--- config.mk ---
export PLATFORM = sky130hd
export DESIGN_NAME = uart_tx_queue
export DESIGN_NICKNAME = d
export VERILOG_FILES = /design/src/rtl/uart_tx_queue.sv
export SDC_FILE = /design/constraint.sdc
export NUM_CORES = 1
export LEC_CHECK = 0
export BUFFER_PORTS_ARGS = -buffer_cell sky130_fd_sc_hd__buf_2
export CAP_MARGIN = 5
export CELL_PAD_IN_SITES_DETAIL_PLACEMENT = 1
export CELL_PAD_IN_SITES_GLOBAL_PLACEMENT = 1
export CORE_MARGIN = 1.5
export CORE_UTILIZATION = 47
export DETAILED_ROUTE_END_ITERATION = 6
export PLACE_DENSITY = 0.73
export SYNTH_ARGS = -nofsm -noshare
export SYNTH_HDL_FRONTEND = slang
export SYNTH_SLANG_ARGS = --single-unit
--- constraint.sdc ---
create_clock -name clk -period 2.75 [get_ports clk]
set_input_delay 0.275 -clock clk [delete_from_list [all_inputs] [get_ports clk]]
set_output_delay 0.275 -clock clk [all_outputs]
set_load 0.01 [all_outputs]
--- src/rtl/uart_tx_queue.sv ---
`default_nettype none
// ============================================================================
// Module      : uart_tx_queue
// Description : Byte FIFO with a launch FSM that feeds a UART transmitter over
//               a tx_data / tx_send / tx_busy handshake. Defining
//               UART_TXQ_OVERFLOW_EN adds a sticky overflow (dropped write) flag.
// Revision    : 1.0 - initial release
// ============================================================================
module uart_tx_queue #(
    parameter int DATA_W = 8,
    parameter int DEPTH  = 16,
    parameter int AW     = 4
) (
    input  logic              clk,
    input  logic              reset,
    input  logic              wr_en,
    input  logic [DATA_W-1:0] wr_data,
    output logic              full,
    output logic              empty,
    output logic [AW:0]       count,
    output logic [DATA_W-1:0] tx_data,
    output logic              tx_send,
    input  logic              tx_busy
`ifdef UART_TXQ_OVERFLOW_EN
    ,
    output logic              overflow
`endif
);

    localparam logic [AW:0]   c_FULL_COUNT = (AW+1)'(DEPTH);
    localparam logic [AW:0]   c_CNT_ONE    = (AW+1)'(1);
    localparam logic [AW-1:0] c_PTR_ONE    = AW'(1);

    typedef enum logic [1:0] {
        S_IDLE      = 2'd0,
        S_WAIT_BUSY = 2'd1,
        S_WAIT_DONE = 2'd2
    } state_t;

    state_t             r_state;
    state_t             w_state_next;
    logic [DATA_W-1:0]  r_mem [DEPTH];
    logic [AW-1:0]      r_wr_ptr;
    logic [AW-1:0]      r_rd_ptr;
    logic [AW:0]        r_count;
    logic [DATA_W-1:0]  r_tx_data;
    logic               r_tx_send;
    logic               w_full;
    logic               w_empty;
    logic               w_wr_accept;
    logic               w_pop;

    // Flags derive from the count so pointer equality is never ambiguous.
    assign w_full      = (r_count == c_FULL_COUNT);
    assign w_empty     = (r_count == '0);
    assign w_wr_accept = wr_en && !w_full;

    always_ff @(posedge clk) begin
        if (reset) begin
            r_state <= S_IDLE;
        end else begin
            r_state <= w_state_next;
        end
    end

    always_comb begin
        w_state_next = r_state;
        w_pop        = 1'b0;
        unique case (r_state)
            S_IDLE: begin
                if (!w_empty && !tx_busy) begin
                    w_pop        = 1'b1;
                    w_state_next = S_WAIT_BUSY;
                end
            end
            S_WAIT_BUSY: begin
                if (tx_busy) begin
                    w_state_next = S_WAIT_DONE;
                end
            end
            S_WAIT_DONE: begin
                if (!tx_busy) begin
                    w_state_next = S_IDLE;
                end
            end
            default: w_state_next = S_IDLE;
        endcase
    end

    // Storage needs no reset; only the pointers and count define validity.
    always_ff @(posedge clk) begin
        if (w_wr_accept) begin
            r_mem[r_wr_ptr] <= wr_data;
        end
    end

    always_ff @(posedge clk) begin
        if (reset) begin
            r_wr_ptr  <= '0;
            r_rd_ptr  <= '0;
            r_count   <= '0;
            r_tx_data <= '0;
            r_tx_send <= 1'b0;
        end else begin
            if (w_wr_accept) begin
                r_wr_ptr <= r_wr_ptr + c_PTR_ONE;
            end
            if (w_pop) begin
                r_rd_ptr  <= r_rd_ptr + c_PTR_ONE;
                r_tx_data <= r_mem[r_rd_ptr];
            end
            case ({w_wr_accept, w_pop})
                2'b10:   r_count <= r_count + c_CNT_ONE;
                2'b01:   r_count <= r_count - c_CNT_ONE;
                default: r_count <= r_count;
            endcase
            r_tx_send <= w_pop;
        end
    end

`ifdef UART_TXQ_OVERFLOW_EN
    logic r_overflow;

    always_ff @(posedge clk) begin
        if (reset) begin
            r_overflow <= 1'b0;
        end else if (wr_en && w_full) begin
            r_overflow <= 1'b1;
        end
    end

    assign overflow = r_overflow;
`endif

    assign full    = w_full;
    assign empty   = w_empty;
    assign count   = r_count;
    assign tx_data = r_tx_data;
    assign tx_send = r_tx_send;

endmodule
`default_nettype wire

==> results.yml <==
power:
  power_density_nw_per_um2: 887
  leakage_nw: 2.38
  peakVddDrop_v: 0.000504
  fin_total_pwr_w: 0.00633
logic_synthesis:
  synthArstFlopShare_pct: 0
  ys.flop_type: "edfxtp_1"
  netlist_instances: 380
  postSynthAreaPerCell_sq_um: 16.3
  yosysSeqAreaShare_pct: 69.8
  ys_types: 40
  synth_fp_nets: 402
  ys_ff_latch: 152
  yosysWarnings: 0
  synth_edf_count: 128
  syn-cell-area_sq_um: 6190
layout:
  drive_gt1_share_pct: 20.9
  layout_commonest_cell: "edfxtp_1"
  mostFrequentLayoutCells: "edfxtp_1, mux2i_1, nor2_1"
  syn_to_final_growth_pct: 15.3
  num_antenna_cells: 0
  nNetsFinal: 440
die:
  start_util_pct: 48.7
  rows: 41
  die_w_um: 118
  dieArea_sq_um: 13900
  pin_count: 28
  die_y_um: 118
  core_area_sq_um: 12700
drt:
  wl_met3_um: 674
  firstDrtPassIters: 4
  highest_layer: "met4"
  wl_met2_um: 6740
  wirelength_met1_um: 5590
  first_iter_violations: 203
  viasPerCell: 5.67
  antenna_left: 0
  drc: 0
  routed_wl_um: 13400
  vias: 3414
  post_drt_wl_per_cell_um: 22.3
clocking:
  cts_buffer_depth: 2
  h-tree-depth: 4
  clk_latency_ns: 0.43
  cts_sinks: 152
  cts_tree: "done"
  numCtsBuffers: 17
  root_buffer: "clkbuf_16"
  clk_pin_slew_worst_paths_ns: 0.06
  hold_buffers: 0
global_routing:
  grt_pass1_wl_um: 20700
  grt_max_degree: 56
  track_usage_pct: 20.6
  grt_pass1_vias: 3645
  gr-total-overflow: 0
  antenna_found_initial: 0
setup_path:
  critPathTopFamily: "adder cells"
  cp_common_cell: "ha_1"
  worstSetupPathType: "flop to flop"
  critPathBufInv: 1
  worstPathArrival_ns: 2.85
  cp-start-kind: "flop"
  crit_path_end_kind: "flop"
  cp_max_fo: 6
  cpMaxStageDelayCell: "nor4_2"
  cp_cell_sequence: "nor4_2, a21boi_1, inv_1, ha_1, ha_1, a21o_1, a21oi_1, mux2i_1, mux2_2"
  cp.required_ns: 3.06
  cpPeakStageDelay_ns: 0.35
sta:
  fin_tns_setup_ns: 0
  hold_violations: 0
  post-route-period-util_pct: 92.4
  tightest_slew_ns: 0.955
  rsz0062_at_grt: "no"
  setup_violations: 0
  fmax_ghz: 0.394
  skew_ns: 0.0118
  slew_viol_final: 0
  period_minus_slack_ns: 2.54
  maxSlewHeadroom_pct: 36.1
placed_design:
  place_hpwl_um: 8490
  io_buffers: 27
  routabilityCongestion: 0.761
status:
  status: "complete, no violations"
run:
  cap_violations: 0
min_path:
  hold_path.class: "input port to flop"
-- timing repair --
action                     in CTS  in global routing
setup endpoints to repair       0                  1
buffers inserted                0                  0
gates resized for setup         0                  2
-- per-layer routing --
layer	track usage [%]	vias to the layer above
met3	5.14	25
li1	-	1551
met1	25.9	1759
met5	0	-
met4	10.4	0
met2	33.3	79
-- cells by family (layout without fill, tap and decap cells) --
logic type | after synthesis | count (layout) | share of synthesized area [%]
flops | 152 | 152 | 69.8
fa+ha+maj | 10 | 10 | 2.14
buf+inv | 27 | 77 | 2.91
xor+xnor | 10 | 10 | 1.41
compound gates | 44 | 44 | 5.70
mux | 58 | 58 | 11.9
simple gates | 79 | 79 | 6.08
-- power by group --
part	switching, W	leakage [nW]	internal [W]
Clock	0.000895	0.299	0.00151
Sequential	0.000131	1.35	0.00266
Combinational	0.000665	0.727	0.000473
Total	0.00169	2.38	0.00464
-- path summary, 6_finish.rpt --
| path | startpoint | to | slack, ns | cells after the start |
|---|---|---|---|---|
| max | count[0] | count[4] | 0.21 | 9 |
| min | tx_busy | r_state[0] | 0.06 | 2 |
| max reg2reg | count[0] | count[4] | 0.21 | 9 |
| min reg2reg | r_state[1] | r_state[0] | 0.51 | 1 |
-- state kept, by name (all words and copies together), names as in the netlist --
register / flops
count: 5
r_rd_ptr: 4
tx_data: 8
r_state: 2
r_wr_ptr: 4
r_mem: 128
tx_send: 1
-- Yosys cell counts (2+ instances only) --
cell,number,area (sq um)
edfxtp_1,128,3840
mux2i_1,46,460
nor2_1,40,150
dfxtp_1,24,480
o22ai_1,21,131
nor3_1,11,55.1
ha_1,9,113
nand2_1,9,33.8
buf_6,7,78.8
buf_2,6,30.0
mux4_2,6,135
xor2_1,6,52.6
a311oi_2,5,75.1
buf_4,5,37.5
mux4_1,5,131
inv_1,4,15.0
nor2b_1,4,25.0
xnor2_1,4,35.0
a21oi_1,3,15.0
a22oi_1,3,22.5
a311oi_1,3,26.3
clkbuf_1,3,11.3
nand3b_1,3,22.5
o211ai_1,3,22.5
a21boi_1,2,15.0
and3_1,2,12.5
buf_1,2,7.51
nand2b_1,2,12.5
nor4_1,2,12.5
or3b_1,2,17.5
-- stage by stage --
step	std cells	hold slack [ns]	utilization [%]	worst slack (ns)	area [sq um]
6_report	602	0.0631	56.1	0.209	7140
5_1_grt	602	0.0671	56.1	0.0282	7140
4_1_cts	602	0.0295	56.0	0.0816	7130
3_5_place_dp	571	0.482	51.2	0.0754	6520
3_3_place_gp	571	0.453	51.2	0.188	6520
2_1_floorplan	380	0.353	-	0.0688	6190
-- layout make-up --
type | count | area [sq um]
Clock buffer | 18 | 429
Sequential cell | 152 | 4330
Fill cell | 1199 | 5580
Clock inverter | 13 | 178
Tap cell | 172 | 215
Inverter | 4 | 15.0
Multi-Input combinational cell | 201 | 1700
Timing Repair Buffer | 42 | 273
Note: power is estimated with default switching activity, not from simulation.
